===== config.mk =====
export PLATFORM = sky130hd
export DESIGN_NAME = dmem_arbiter
export DESIGN_NICKNAME = d
export VERILOG_FILES = /design/src/rtl/dmem_arb_pkg.sv /design/src/rtl/dmem_arbiter_grant.sv /design/src/rtl/dmem_arbiter.sv
export SDC_FILE = /design/constraint.sdc
export NUM_CORES = 1
export LEC_CHECK = 0
export CAP_MARGIN = 20
export CORE_AREA = 2 2 101 103
export CTS_BUF_LIST = sky130_fd_sc_hd__clkbuf_16
export DETAILED_ROUTE_END_ITERATION = 7
export DIE_AREA = 0 0 103 105
export PLACE_DENSITY = 0.75
export RECOVER_POWER = 50
export SYNTH_ARGS = -nofsm -noshare
export SYNTH_HDL_FRONTEND = slang
export SYNTH_SLANG_ARGS = --single-unit

===== constraint.sdc =====
create_clock -name clk -period 4 [get_ports clk]
set_clock_uncertainty 0.05 [all_clocks]
set_input_delay 0.8 -clock clk [delete_from_list [all_inputs] [get_ports clk]]
set_output_delay 0.8 -clock clk [all_outputs]
set_load 0.005 [all_outputs]

===== src/rtl/dmem_arb_pkg.sv =====
// Shared types and port identifiers for the data-memory arbiter.
package dmem_arb_pkg;

    localparam int unsigned ARB_PORT_LSU = 0;
    localparam int unsigned ARB_PORT_DMA = 1;

    typedef struct packed {
        logic        store;
        logic [3:0]  byte_en;
        logic [31:0] addr;
        logic [31:0] wdata;
    } dmem_req_t;

    typedef struct packed {
        logic        valid;
        logic [31:0] rdata;
    } dmem_rsp_t;

    function automatic int unsigned idx_width(input int unsigned n);
        return (n > 1) ? $clog2(n) : 1;
    endfunction

endpackage


===== src/rtl/dmem_arbiter_grant.sv =====
// Combinational one-hot picker: search starts at i_ptr and wraps; urgent requesters
// take precedence over plain ones when any is present.
module arb_grant
    import dmem_arb_pkg::*;
#(
    parameter int unsigned NUM_REQ = 2
) (
    input  logic [NUM_REQ-1:0]             i_req,
    input  logic [NUM_REQ-1:0]             i_urgent,
    input  logic [idx_width(NUM_REQ)-1:0]  i_ptr,
    output logic [NUM_REQ-1:0]             o_grant
);

    localparam int unsigned PORT_W = idx_width(NUM_REQ);
    localparam int unsigned SUM_W  = PORT_W + 1;

    logic [NUM_REQ-1:0] w_pool;
    logic [SUM_W-1:0]   w_sum;
    logic [PORT_W-1:0]  w_idx;
    logic               w_found;

    assign w_pool = (|(i_req & i_urgent)) ? (i_req & i_urgent) : i_req;

    always_comb begin
        o_grant = '0;
        w_found = 1'b0;
        w_sum   = '0;
        w_idx   = '0;
        for (int unsigned k = 0; k < NUM_REQ; k++) begin
            w_sum = {1'b0, i_ptr} + SUM_W'(k);
            if (w_sum >= SUM_W'(NUM_REQ)) begin
                w_sum = w_sum - SUM_W'(NUM_REQ);
            end
            w_idx = w_sum[PORT_W-1:0];
            if (!w_found && w_pool[w_idx]) begin
                o_grant[w_idx] = 1'b1;
                w_found        = 1'b1;
            end
        end
    end

endmodule


===== src/rtl/dmem_arbiter.sv =====
// Shares one bram_1r1w data memory between NUM_REQ valid/ready ports, 1-cycle read return.
// Define DMEM_ARB_RR_EN for round-robin; otherwise fixed priority with a MAX_WAIT starvation limit.
module dmem_arbiter
    import dmem_arb_pkg::*;
#(
    parameter int unsigned NUM_REQ    = 2,
    parameter int unsigned ADDR_WIDTH = 12,
    parameter int unsigned MAX_WAIT   = 7
) (
    input  logic                          clk,
    input  logic                          rst,
    input  logic [NUM_REQ-1:0]            req_valid,
    output logic [NUM_REQ-1:0]            req_ready,
    input  logic [NUM_REQ-1:0]            req_store,
    input  logic [NUM_REQ-1:0][3:0]       req_byte_en,
    input  logic [NUM_REQ-1:0][31:0]      req_addr,
    input  logic [NUM_REQ-1:0][31:0]      req_wdata,
    output logic [NUM_REQ-1:0]            rsp_valid,
    output logic [31:0]                   rsp_rdata,
    output logic [3:0]                    mem_wr_en,
    output logic [ADDR_WIDTH+1:0]         mem_addr,
    output logic [31:0]                   mem_wr_data,
    input  logic [31:0]                   mem_rd_data
);

    localparam int unsigned PORT_W = idx_width(NUM_REQ);

    dmem_req_t             w_req [NUM_REQ];
    dmem_req_t             w_sel;
    dmem_rsp_t             w_rsp;
    logic [NUM_REQ-1:0]    w_valid;
    logic [NUM_REQ-1:0]    w_grant;
    logic [NUM_REQ-1:0]    w_urgent;
    logic [PORT_W-1:0]     w_ptr;
    logic [PORT_W-1:0]     w_port;
    logic                  w_any;
    logic [ADDR_WIDTH+1:0] w_mem_addr;
    logic                  w_unused_addr;

    logic                  r_tag_valid;
    logic [PORT_W-1:0]     r_tag_port;
    logic [ADDR_WIDTH+1:0] r_addr;

    for (genvar g = 0; g < NUM_REQ; g++) begin : g_req
        assign w_req[g] = '{store:   req_store[g],
                            byte_en: req_byte_en[g],
                            addr:    req_addr[g],
                            wdata:   req_wdata[g]};
    end

    // No grant may be issued while reset is held, even with valid requests present.
    assign w_valid = rst ? req_valid : '0;

    arb_grant #(
        .NUM_REQ (NUM_REQ)
    ) u_grant (
        .i_req    (w_valid),
        .i_urgent (w_urgent),
        .i_ptr    (w_ptr),
        .o_grant  (w_grant)
    );

    always_comb begin
        w_port = '0;
        for (int unsigned i = 0; i < NUM_REQ; i++) begin
            if (w_grant[PORT_W'(i)]) begin
                w_port = PORT_W'(i);
            end
        end
    end

    assign w_any = |w_grant;
    assign w_sel = w_req[w_port];

`ifdef DMEM_ARB_RR_EN
    logic [PORT_W-1:0] r_rr_ptr;

    assign w_ptr    = r_rr_ptr;
    assign w_urgent = '0;

    always_ff @(posedge clk or negedge rst) begin
        if (!rst) begin
            r_rr_ptr <= PORT_W'(ARB_PORT_LSU);
        end else if (w_any) begin
            r_rr_ptr <= (w_port == PORT_W'(NUM_REQ - 1)) ? '0 : w_port + 1'b1;
        end
    end
`else
    localparam int unsigned       CNT_W    = ($clog2(MAX_WAIT + 1) > 3) ? $clog2(MAX_WAIT + 1) : 3;
    localparam logic [CNT_W-1:0]  WAIT_LIM = CNT_W'(MAX_WAIT);

    assign w_ptr = PORT_W'(ARB_PORT_LSU);

    for (genvar g = 0; g < NUM_REQ; g++) begin : g_wait
        logic [CNT_W-1:0] r_wait_cnt;

        always_ff @(posedge clk or negedge rst) begin
            if (!rst) begin
                r_wait_cnt <= '0;
            end else if (!req_valid[g] || w_grant[g]) begin
                r_wait_cnt <= '0;
            end else if (r_wait_cnt < WAIT_LIM) begin
                r_wait_cnt <= r_wait_cnt + 1'b1;
            end
        end

        assign w_urgent[g] = (r_wait_cnt >= WAIT_LIM);
    end
`endif

    assign req_ready     = w_grant;
    assign w_mem_addr    = w_any ? {w_sel.addr[ADDR_WIDTH+1:2], 2'b00} : r_addr;
    assign w_unused_addr = ^{w_sel.addr[31:ADDR_WIDTH+2], w_sel.addr[1:0]};
    assign mem_addr      = w_mem_addr;
    assign mem_wr_en     = (w_any && w_sel.store) ? w_sel.byte_en : 4'b0000;
    assign mem_wr_data   = w_any ? w_sel.wdata : '0;

    always_ff @(posedge clk or negedge rst) begin
        if (!rst) begin
            r_tag_valid <= 1'b0;
            r_tag_port  <= '0;
            r_addr      <= '0;
        end else begin
            r_tag_valid <= w_any && !w_sel.store;
            if (w_any) begin
                r_tag_port <= w_port;
                r_addr     <= w_mem_addr;
            end
        end
    end

    always_comb begin
        w_rsp.valid = r_tag_valid;
        w_rsp.rdata = r_tag_valid ? mem_rd_data : '0;
    end

    for (genvar g = 0; g < NUM_REQ; g++) begin : g_rsp
        assign rsp_valid[g] = w_rsp.valid && (r_tag_port == PORT_W'(g));
    end

    assign rsp_rdata = w_rsp.rdata;

endmodule


== Word-level counts from Yosys, hierarchy flattened ==
Cells that the tools add are included.
Widths: inputs -> output; s select.

* Register bits: 22
* Bits in latches: 0
* RAM bits: 0
* Bits in read-only memories: 0
* Input port bits: 174
* Output and inout port bits: 86
* Logic and storage cells: 47
* Memories kept: 0

* $add $sub $neg: 2
* Multipliers: 0
* Divide/modulo/power cells: 0
* Order comparisons: 5
* Equal/unequal tests: 0
* Shift operators: 0
* Multiplexer cells: 17
* Bitwise gates (word level): 3
* Reductions and logical operators: 15

{| class="wikitable"
|+ Operator list
! operator !! number
|-
| $mux 69 || 3
|-
| $mux 32 || 2
|-
| $mux 14 || 1
|-
| $mux 3 || 4
|-
| $add 3x1->3 const B || 2
|-
| $ge 3x3->1 const B || 2
|-
| $lt 3x3->1 const B || 2
|-
| $mux 2 || 3
|-
| $logic_and 1x1->1 || 5
|-
| $logic_not 1->1 || 4
|-
| $mux 4 || 1
|-
| $reduce_bool 2->1 || 2
|-
| $reduce_or 2->1 || 2
|-
| $mux 1 || 3
|-
| $and 2x2->2 || 1
|-
| $ge 2x2->1 const B || 1
|-
| $logic_or 1x1->1 || 2
|-
| $not 1->2 || 1
|-
| $not 1->1 || 1
|}

== Depth between registers and ports, before layout ==
* Depth after elaboration: 15
* Depth in mapped cells: 8
* Mapped depth without buffers: 6

== Hierarchy ==
Synthesis repeated with hierarchy kept, for this count alone.

* Cells, all modules: 250
* Area total of the unflattened synthesis: 1938.1 µm²

{| class="wikitable"
|+ Modules (own cells, without submodules)
! module !! times used !! cells each !! area each (µm²) !! sequential area each (µm²)
|-
| dmem_arbiter || 1 || 243 || 1883.1 || 550.5
|-
| arb_grant || 1 || 7 || 55.1 || 0.0
|}

== Worst setup path before layout ==
OpenSTA, ideal clock, no wires.

* Path type: in2out
* From: input port req_valid[0]
* To: output port mem_wr_data[0]
* Arrival: 1.748 ns
* Data required time: 3.150 ns
* Setup slack: 1.402 ns
* Stages on the path: 6
* Buffers on the path: 2
* Path through: nand4_1 > nand4_1 > nor2_2 > buf_2 > buf_6 > a22o_1

* Longest elaborated chain between the ends: 14
* Elaborated cells between the ends (all ways): 16
* Those cells by class: mux: 10; bitwise: 2; reduce/logical: 4

{| class="wikitable"
|+ RTL lines
! element !! RTL line !! RTL
|-
| start, declared || dmem_arbiter.sv:12 || <nowiki>input logic [NUM_REQ-1:0] req_valid,</nowiki>
|-
| $mux 2 * || dmem_arbiter.sv:52 || <nowiki>assign w_valid = rst ? req_valid : '0;</nowiki>
|-
| $and 2x2->2 || dmem_arbiter_grant.sv:22 || <nowiki>assign w_pool = (|(i_req & i_urgent)) ? (i_req & i_urgent) : i_req;</nowiki>
|-
| $reduce_or 2->1 || dmem_arbiter_grant.sv:22 ||
|-
| $mux 2 * || dmem_arbiter_grant.sv:22 ||
|-
| $mux 1 || dmem_arbiter_grant.sv:35 || <nowiki>if (!w_found && w_pool[w_idx]) begin</nowiki>
|-
| $logic_not 1->1 || dmem_arbiter_grant.sv:35 ||
|-
| $logic_and 1x1->1 || dmem_arbiter_grant.sv:35 ||
|-
| $mux 2 * || dmem_arbiter_grant.sv:35 ||
|-
| $mux 1 || dmem_arbiter.sv:66 || <nowiki>if (w_grant[PORT_W'(i)]) begin</nowiki>
|-
| $not 1->2 (implied by the code) || dmem_arbiter.sv:73 || <nowiki>assign w_sel = w_req[w_port];</nowiki>
|-
| $mux 69 (implied by the code) (3 in series) || dmem_arbiter.sv:73 ||
|-
| $mux 32 * || dmem_arbiter.sv:116 || <nowiki>assign mem_wr_data = w_any ? w_sel.wdata : '0;</nowiki>
|-
| end, declared || dmem_arbiter.sv:22 || <nowiki>output logic [31:0] mem_wr_data,</nowiki>
|}

Mark *: on every way between the ends. The rest lies on a longest branch, timed or not. The select of a mux whose other input is x is not followed.

== Worst setup path in the final report ==
* From: input port req_valid[0]
* To: output port mem_wr_data[5]

Same word-level chain as after synthesis.

==> flow_summary.yaml <==
critical_path:
  regToRegStartpoint: "g_wait[0].r_wait_cnt[0]"
  setup.worst_path.class: "in -> out"
  worstPathRequired_ps: 3150
  end_kind: "output port"
  regToRegSetupSlack_ps: 1900
  timing.rr.end: "r_addr[3]"
  start_kind: "primary input"
  reg2reg_depth: 7
  crit_path_max_fanout: 30
  arrival_ps: 3020
final_layout:
  instances_no_fill: 542
  drive_above_1_share: 0.0440
  area_growth_pct: 131
  nNetsFinal: 588
  fin_area_mm2: 0.00428
  multiInputGateArea_mm2: 0.00116
  fin_util: 0.444
  ff_latch_area_um2: 551
  mostFrequentLayoutCells: "clkdlybuf4s50_1 (199), and2_1 (36), a22o_1 (32)"
  fillCellCount: 946
  antennaDiodeCount: 0
  final_common_cell: "clkdlybuf4s50_1"
floorplan:
  die_w_um: 103
  dieArea_mm2: 0.0108
  die_h_um: 105
  ios: 260
  initial_utilization: 0.192
  coreArea_mm2: 0.00964
  rows: 36
hold_path:
  worstHoldStart: "r_addr[0]"
  hold_class: "reg -> reg"
  hold_depth: 1
  min_to: "r_addr[0]"
detailed_routing:
  first_pass_iters: 4
  wire_per_inst_um: 15.2
  drt-vias-per-instance: 4.63
  initialDrtViolationCount: 101
  wl_mm: 8.26
  drc: 0
  ant_nets: 0
  route.vias.total: 2512
global_route:
  grtUsageTotal: 0.144
  grt_pass1_vias: 2497
  antenna_found_initial: 0
  grt_overflow_total: 0
  grt_max_degree: 48
  grt_pass1_wl_mm: 12.3
logic_synthesis:
  ys_seq_area_frac: 0.297
  synth_seq_cells: 22
  synth_area_mm2: 0.00185
  yosysWarnings: 0
  synth.distinct_cells: 28
  syn_area_per_cell_um2: 9.54
  synth_nets: 372
  syn_inst: 194
timing:
  slew_headroom: 0.571
  fin_crit_ps: 3870
  drv_slew: 0
  maxClockFrequency_mhz: 258
  hold_violations: 0
  setup_violations: 0
  rsz0062_at_grt: "no"
  hold_ws_ps: 429
  finalWorstSetupSlack_ps: 126
  worst_slew_pin_slew_ps: 644
  tns_ps: 0
  timing.final.crit_share: 0.969
pwr:
  p_leak_nw: 1.71
  pwr-share-comb: 0.439
  p_seq_frac: 0.267
  p_per_area_mw_per_mm2: 226
  vdd_drop_max_uv: 129
  intPower_mw: 0.735
  swShare: 0.241
  netSwitchingPower_mw: 0.234
  power_mw: 0.969
  clkPwrFrac: 0.294
clocking:
  cts.sinks: 22
  cts.htree.levels: 1
  post_cts_resized: 0
  cts_tree: "yes"
  hold_buffers: 0
  clockRootBuffer: "clkbuf_16"
  clkLatencyLatePin_ps: 250
  clkTransAtPathRegs_ps: 60
  cts_max_path_buffers: 2
  numCtsBuffers: 3
  cts_setup_buffers: 0
placed_design:
  dp_hpwl_mm: 6.87
  finalWeightedCongestion: 0.765
  port_buffers: 219
  placed_area_mm2: 0.00418
  dp_cells: 538
  post-place-ws_ps: 121
flow_run:
  maxCapViolations: 0
run_status:
  status: "complete, no violations"
[cells in the mapped netlist]
cell type | n | area (um2)
inv_1 | 1 | 3.75
and3_4 | 1 | 11.3
a221o_1 | 24 | 240
o21ai_0 | 2 | 10.0
o211ai_1 | 4 | 30.0
a21boi_0 | 1 | 7.51
a31oi_1 | 3 | 18.8
nor3_1 | 2 | 10.0
and2_1 | 49 | 307
buf_6 | 8 | 90.1
nor3_4 | 1 | 16.3
ha_1 | 4 | 50.1
a21o_1 | 1 | 7.51
or3_1 | 1 | 6.26
and4_1 | 1 | 8.76
nand2_8 | 1 | 20.0
nor2_1 | 4 | 15.0
buf_4 | 2 | 15.0
nor2_2 | 1 | 6.26
nor2b_1 | 1 | 6.26
nand2_1 | 5 | 18.8
dfrtp_1 | 22 | 551
buf_2 | 4 | 20.0
nand4_1 | 6 | 37.5
a21oi_1 | 6 | 30.0
a22o_1 | 32 | 280
clkbuf_1 | 5 | 18.8
a211oi_1 | 2 | 15.0
[worst max-delay path, stage by stage]
cell,delay [ps]
clkdlybuf4s50_1,550
nand2_1,90
or3_1,470
nand2_8,210
buf_12,200
a22o_1,170
clkdlybuf4s50_1,520
[sequential cells by signal, summed over array words and instances, names as in the netlist]
signal	cells
r_tag_valid	1
r_addr	14
r_tag_port	1
g_wait.r_wait_cnt	6
[layout make-up]
| class | count | area share |
|---|---|---|
| Inverter | 1 | 0.000877 |
| Clock buffer | 3 | 0.0175 |
| Sequential cell | 22 | 0.129 |
| Multi-Input combinational cell | 152 | 0.270 |
| Tap cell | 133 | 0.0389 |
| Timing Repair Buffer | 230 | 0.537 |
| Clock inverter | 1 | 0.00702 |
[power groups by stage]
stage	clock network, mW	registers (mW)	logic [mW]
floorplan	0	0.257	0.149
global placement	0	0.261	0.430
finish	0.285	0.259	0.425
detailed placement	0	0.263	0.434
global route	0.301	0.262	0.461
CTS	0.292	0.259	0.437
[worst max-delay path by stage]
stage / from / to / slack (ps) / depth (start not counted)
floorplan: req_valid[0] / mem_wr_data[0] / 1400 / 6
global placement: req_valid[0] / mem_addr[12] / 140 / 7
detailed placement: req_valid[0] / mem_addr[12] / 120 / 7
CTS: req_valid[0] / mem_wr_data[5] / 120 / 7
global route: req_valid[0] / mem_addr[12] / 20 / 7
finish: req_valid[0] / mem_wr_data[5] / 130 / 7
[layer usage]
layer / GRT usage / vias to the layer above / part of all wire
li1: - / 1183 / -
met5: 0 / - / 0
met2: 0.270 / 181 / 0.50
met3: 0.0455 / 4 / 0.13
met1: 0.153 / 1144 / 0.36
met4: 0.0320 / 0 / 0.0090
[cells by family (layout without fill, tap and decap cells)]
| group | after synthesis | in the layout | synth area share |
|---|---|---|---|
| compound gates | 75 | 75 | 0.346 |
| flops | 22 | 22 | 0.297 |
| buf+inv | 20 | 235 | 0.0798 |
| fa+ha+maj | 4 | 4 | 0.0270 |
| simple gates | 73 | 73 | 0.250 |
Power figures use the tool's default switching activity.
